File: src/rtl/serial_neg_pkg.sv
// -----------------------------------------------------------------------------
// serial_neg_pkg
//
// Shared definitions for the bit-serial two's-complement negator.
//   MODE_PASS / MODE_NEG : per-word mode encoding carried on i_mode
//   frame_state_t        : word framing state (no word open / word open)
//   counter_width()      : width of the bit index counter for a given WIDTH
// -----------------------------------------------------------------------------
package serial_neg_pkg;

    localparam logic MODE_PASS = 1'b0;
    localparam logic MODE_NEG  = 1'b1;

    typedef enum logic {
        ST_IDLE = 1'b0,
        ST_BUSY = 1'b1
    } frame_state_t;

    // The bit index only has to reach WIDTH-1, so $clog2(WIDTH) bits suffice.
    // Widths below 2 are illegal; they are clamped so the counter never
    // collapses to zero bits.
    function automatic int counter_width(input int width);
        if (width <= 2) begin
            return 1;
        end
        return $clog2(width);
    endfunction

endpackage

File: src/rtl/serial_neg_lane.sv
// -----------------------------------------------------------------------------
// serial_neg_lane
//
// One serial lane of the negator. Holds the per-lane "seen a one" flag and the
// registered output/overflow bits. Framing, bit counting and the mode latch
// live in the top level and are shared by every lane.
//
// Ports:
//   t_clk     in   clock, rising edge
//   r         in   asynchronous active-high reset
//   bit_en    in   a data bit of an open (or just opening) word is present
//   word_open in   this bit is bit 0 of a new word; the seen-one flag restarts
//   mode      in   MODE_PASS or MODE_NEG for the word this bit belongs to
//   msb       in   this bit is the last (MSB) bit of the word
//   i         in   serial input bit
//   y         out  registered serial output bit
//   ovf       out  registered negation overflow, meaningful with the MSB only
// -----------------------------------------------------------------------------
module serial_neg_lane
    import serial_neg_pkg::*;
(
    input  logic t_clk,
    input  logic r,
    input  logic bit_en,
    input  logic word_open,
    input  logic mode,
    input  logic msb,
    input  logic i,
    output logic y,
    output logic ovf
);

    logic seen_one;
    logic seen_prev;

    // The flag value that applies to the current bit. On the opening bit the
    // previous word's flag is irrelevant, so it is forced clear here rather
    // than needing a separate clearing cycle between back-to-back words.
    always_comb begin
        seen_prev = word_open ? 1'b0 : seen_one;
    end

    // Negation LSB first: copy bits up to and including the first one, then
    // invert everything after it. Overflow is the most negative value, i.e. no
    // one seen before a one in the MSB position. The overflow register is only
    // left set for the MSB cycle so it cannot linger into a following word.
    always_ff @(posedge t_clk or posedge r) begin
        if (r) begin
            seen_one <= 1'b0;
            y        <= 1'b0;
            ovf      <= 1'b0;
        end else if (bit_en) begin
            y        <= (mode == MODE_NEG) ? (i ^ seen_prev) : i;
            ovf      <= (mode == MODE_NEG) && msb && !seen_prev && i;
            seen_one <= seen_prev | i;
        end else begin
            ovf      <= 1'b0;
        end
    end

endmodule

File: src/rtl/serial_negator.sv
// -----------------------------------------------------------------------------
// serial_negator
//
// Bit-serial two's-complement negate/pass unit for LANES parallel lanes of
// WIDTH-bit words, LSB first, sharing one word framing. Each result bit is
// registered, so it appears one clock after the edge that accepted it.
//
// Parameters:
//   WIDTH  bits per word (2..64)
//   LANES  number of parallel serial lanes
//
// Ports:
//   t_clk      in   clock, rising edge
//   r          in   asynchronous active-high reset
//   i_valid    in   input bits valid this cycle; low stalls everything
//   i_sof      in   marks bit 0 of a word (with i_valid)
//   i_mode     in   0 pass, 1 negate; taken on the i_sof bit
//   i          in   [LANES] serial input bits
//   y          out  [LANES] serial result bits
//   y_valid    out  y carries a valid bit
//   y_eow      out  y carries the MSB of a completed word
//   ovf        out  [LANES] negation overflow, valid with y_eow
//   frame_err  out  one-cycle pulse for a stray bit or a premature start
// -----------------------------------------------------------------------------
module serial_negator
    import serial_neg_pkg::*;
#(
    parameter int WIDTH = 8,
    parameter int LANES = 1
) (
    input  logic             t_clk,
    input  logic             r,
    input  logic             i_valid,
    input  logic             i_sof,
    input  logic             i_mode,
    input  logic [LANES-1:0] i,
    output logic [LANES-1:0] y,
    output logic             y_valid,
    output logic             y_eow,
    output logic [LANES-1:0] ovf,
    output logic             frame_err
);

    localparam int            CW       = counter_width(WIDTH);
    localparam logic [CW-1:0] LAST_IDX = CW'(WIDTH - 1);

    frame_state_t  state;
    logic [CW-1:0] bit_idx;
    logic          mode_q;

    logic in_busy;
    logic word_open;
    logic bit_en;
    logic msb_bit;
    logic lane_mode;
    logic frame_bad;

    // Decode of the current input against the framing state. A start bit is
    // always accepted, even mid-word: the open word is simply dropped and the
    // new one begins on this very bit. The opening bit uses i_mode directly
    // because the mode latch only updates on that same edge.
    always_comb begin
        in_busy   = (state == ST_BUSY);
        word_open = i_valid && i_sof;
        bit_en    = i_valid && (i_sof || in_busy);
        msb_bit   = i_valid && !i_sof && in_busy && (bit_idx == LAST_IDX);
        lane_mode = word_open ? i_mode : mode_q;
        frame_bad = i_valid && (i_sof ? in_busy : !in_busy);
    end

    // Framing FSM, bit counter, mode latch and the shared output qualifiers.
    // With i_valid low nothing advances and y_valid drops for that cycle.
    // Because the opening bit sets the counter straight to 1, WIDTH = 2 goes
    // directly from the opening bit to the closing bit.
    always_ff @(posedge t_clk or posedge r) begin
        if (r) begin
            state     <= ST_IDLE;
            bit_idx   <= '0;
            mode_q    <= MODE_PASS;
            y_valid   <= 1'b0;
            y_eow     <= 1'b0;
            frame_err <= 1'b0;
        end else begin
            y_valid   <= bit_en;
            y_eow     <= msb_bit;
            frame_err <= frame_bad;
            if (word_open) begin
                state   <= ST_BUSY;
                bit_idx <= CW'(1);
                mode_q  <= i_mode;
            end else if (bit_en) begin
                if (bit_idx == LAST_IDX) begin
                    state   <= ST_IDLE;
                    bit_idx <= '0;
                end else begin
                    bit_idx <= bit_idx + CW'(1);
                end
            end
        end
    end

    // One lane datapath per serial lane; all lanes see identical control.
    for (genvar g = 0; g < LANES; g++) begin : g_lane
        serial_neg_lane u_lane (
            .t_clk     (t_clk),
            .r         (r),
            .bit_en    (bit_en),
            .word_open (word_open),
            .mode      (lane_mode),
            .msb       (msb_bit),
            .i         (i[g]),
            .y         (y[g]),
            .ovf       (ovf[g])
        );
    end

endmodule

File: config.mk
export PLATFORM = sky130hd
export DESIGN_NAME = serial_negator
export DESIGN_NICKNAME = d
export VERILOG_FILES = /design/src/rtl/serial_neg_pkg.sv /design/src/rtl/serial_neg_lane.sv /design/src/rtl/serial_negator.sv
export SDC_FILE = /design/constraint.sdc
export NUM_CORES = 1
export LEC_CHECK = 0
export ABC_CLOCK_PERIOD_IN_PS = 1600
export CAP_MARGIN = 20
export CORE_MARGIN = 10
export CORE_UTILIZATION = 40
export DETAILED_ROUTE_END_ITERATION = 10
export PLACE_DENSITY_LB_ADDON = 0.12
export SYNTH_ARGS = -nofsm -noshare
export SYNTH_HDL_FRONTEND = slang
export SYNTH_SLANG_ARGS = --single-unit
File: constraint.sdc
create_clock -name t_clk -period 1.6 [get_ports t_clk]
set_clock_uncertainty 0.1 [all_clocks]
set_input_delay 0.48 -clock t_clk [delete_from_list [all_inputs] [get_ports t_clk]]
set_output_delay 0.48 -clock t_clk [all_outputs]
set_load 0.1 [all_outputs]
==> flow_summary.yaml <==
status:
  status: "completed"
hold_path:
  hp-class: "in -> async"
global_route:
  grt_util_all_layers: 0.0706
  overflow: 0
  grt_pass1_vias: 400
  grt_pass1_wl_um: 1720
  antenna_found_initial: 0
  grt_max_degree: 12
final_layout:
  num_antenna_cells: 0
  seq_area_um2: 275
  num-nets-final: 83
  layout-drive-gt1-share: 0.333
  area_growth_pct: 49.1
  final_core_util: 0.618
  final_cells: 87
  fill_cells: 107
  multi_input_area_um2: 225
  finalInstanceArea_um2: 795
clocking:
  clk_pin_slew_ns: 0.08
  cts_tree: "built"
  clk_path_buf_depth: 2
  cts_buffers: 3
  h-tree-depth: 1
  ctsRootBufferMaster: "clkbuf_4"
  clk_latency_ns: 0.28
  clock_sinks: 11
  post_cts_buffers: 0
critical_path:
  crit_buf_inv: 1
  crit_fanout: 2
  cp-startpoint: "g_lane[0].u_lane.y$_DFFE_PP0P_"
  crit_path_start_kind: "register"
  crit_chain: "buf_12"
  endpoint_kind: "output pin"
  crit_family: "flip-flops"
  r2r_start: "bit_idx[0]$_DFFE_PP0P_"
  path_class: "reg -> out"
  critPathRequiredTime_ns: 1.02
  max_stage_delay_ns: 0.41
  slowest_stage: "dfrtp_1"
  cp_data_arrival_time_ns: 0.87
drt:
  wl_per_cell_um: 11.9
  ant_nets: 0
  vias: 420
  drtIter0Drc: 6
  route.detailed.drc: 0
  drt-total-wl_um: 1040
  first_pass_iters: 4
  vias_per_cell: 4.83
sta:
  fin_ws_ns: 0.150
  worstMarginPinSlew_ns: 0.424
  rsz0062_at_grt: "no"
  hold_violations: 0
  maxSlewHeadroom: 0.717
  setup_viol: 0
  fin_crit_ns: 1.45
  final.setup.tns_ns: 0
  fmax_mhz: 689
  fin_crit_sh: 0.906
  slew_violations: 0
  holdWs_ns: 0.388
floorplanning:
  die-width_um: 56.5
  die_area_um2: 3190
  initial_core_util: 0.415
  ioPinCount: 11
  fp.dieH_um: 56.5
  row_count: 13
  core_area_um2: 1280
placement:
  routabilityCongestion: 0.791
  portBuffers: 10
  dp_cells: 83
  dp_hpwl_um: 836
  placed_area_um2: 758
  pre_cts_slack_ns: -0.361
power_and_ir_drop:
  peakVddDrop_v: 0.000558
  power_mw: 0.765
  p_sw_mw: 0.261
  pwr-share-seq: 0.434
  p_per_area_nw_per_um2: 963
  p_int_mw: 0.504
  p_sw_frac: 0.341
  pwr-share-clk: 0.257
  power.share.combinational: 0.309
  leakagePower_nw: 0.410
yosys:
  syn_area_um2: 533
  yosys.cell_types.count: 20
  synth_fp_nets: 61
  synth_cells: 51
  ys_warn_count: 0
  yosysSeqAreaShare: 0.516
  ys_seq_elements: 11
  syn_avg_cell_area_um2: 10.5
flow_run:
  maxCapViolCount: 0
[Yosys cell counts]
library cell | number | area (um^2)
a22o_1 | 1 | 8.76
inv_1 | 7 | 26.3
ha_1 | 4 | 50.1
o211ai_2 | 1 | 12.5
nor2b_1 | 1 | 6.26
o22ai_1 | 2 | 12.5
buf_6 | 1 | 11.3
dfrtp_1 | 11 | 275
nor3_1 | 2 | 10.0
o21ai_0 | 2 | 10.0
nand2_1 | 9 | 33.8
a22oi_1 | 2 | 15.0
buf_4 | 1 | 7.51
o211ai_1 | 1 | 7.51
or2_4 | 1 | 8.76
nor2_1 | 1 | 3.75
nand2b_1 | 1 | 6.26
and3_4 | 1 | 11.3
and4_1 | 1 | 8.76
a21boi_0 | 1 | 7.51
[power groups by stage]
stage / Combinational, mW / Clock (mW) / Sequential [mW]
floorplan: 0.0836 / 0 / 0.398
detailed placement: 0.237 / 0 / 0.338
global placement: 0.235 / 0 / 0.337
finish: 0.237 / 0.197 / 0.332
global route: 0.256 / 0.214 / 0.336
CTS: 0.238 / 0.200 / 0.332
[worst paths after layout]
path / depth (start not counted) / slack [ns] / to
max in group asynchronous: 2 / 0.71 / bit_idx[1]$_DFFE_PP0P_
worst min register to register: 2 / 0.41 / g_lane[0].u_lane.seen_one$_DFFE_PP0P_
worst max-delay path: 1 / 0.15 / y
worst min-delay path: 2 / 0.39 / y_eow$_DFF_PP0_
worst max register to register: 4 / 0.25 / bit_idx[2]$_DFFE_PP0P_
min in group t_clk: 2 / 0.41 / g_lane[0].u_lane.seen_one$_DFFE_PP0P_
[final cells by class]
class	instances	area share
Tap cell	15	0.0236
Multi-Input combinational cell	31	0.283
Clock buffer	3	0.0283
Timing Repair Buffer	19	0.276
Inverter	7	0.0362
Sequential cell	11	0.346
Clock inverter	1	0.00630
[cells by family (layout without fill, tap and decap cells)]
logic type	Yosys count	after routing	synth area share
AO/OA/AOI/OAI	10	10	0.138
AND/OR/NAND/NOR	17	17	0.167
adder cells (fa/ha/maj)	4	4	0.0939
flip-flops	11	11	0.516
buffers and inverters	9	30	0.0845
[sequential cells by signal (all words and copies together) (netlist names)]
signal,count
bit_idx,3
frame_err,1
g_lane.u_lane.ovf,1
g_lane.u_lane.seen_one,1
g_lane.u_lane.y,1
in_busy,1
mode_q,1
y_eow,1
y_valid,1
[timing repair]
item,4_1_cts,5_1_grt
hold buffers,0,0
resized for setup,2,2
setup endpoints to repair,4,2
[metal layers]
metal,share of wire,vias up,GRT usage
met5,0,-,0
met4,0.041,0,0.0722
met3,0.062,5,0.0270
met2,0.42,12,0.0987
met1,0.48,188,0.0768
li1,-,215,-
[placed cells by master, fill, tap and decap left out, drive strengths merged]
master / synthesis / layout
nand2b: 1 / 1
ha: 4 / 4
dlymetal6s2s: 0 / 1
nor2b: 1 / 1
or2: 1 / 1
a22o: 1 / 1
buf: 2 / 14
clkinv: 0 / 1
clkbuf: 0 / 3
nor3: 2 / 2
o22ai: 2 / 2
dfrtp: 11 / 11
o211ai: 2 / 2
dlygate4sd2: 0 / 1
nand2: 9 / 9
inv: 7 / 7
and4: 1 / 1
and3: 1 / 1
clkdlybuf4s50: 0 / 3
nor2: 1 / 1
a21boi: 1 / 1
a22oi: 2 / 2
o21ai: 2 / 2
Note: power is estimated with default switching activity, not from simulation.
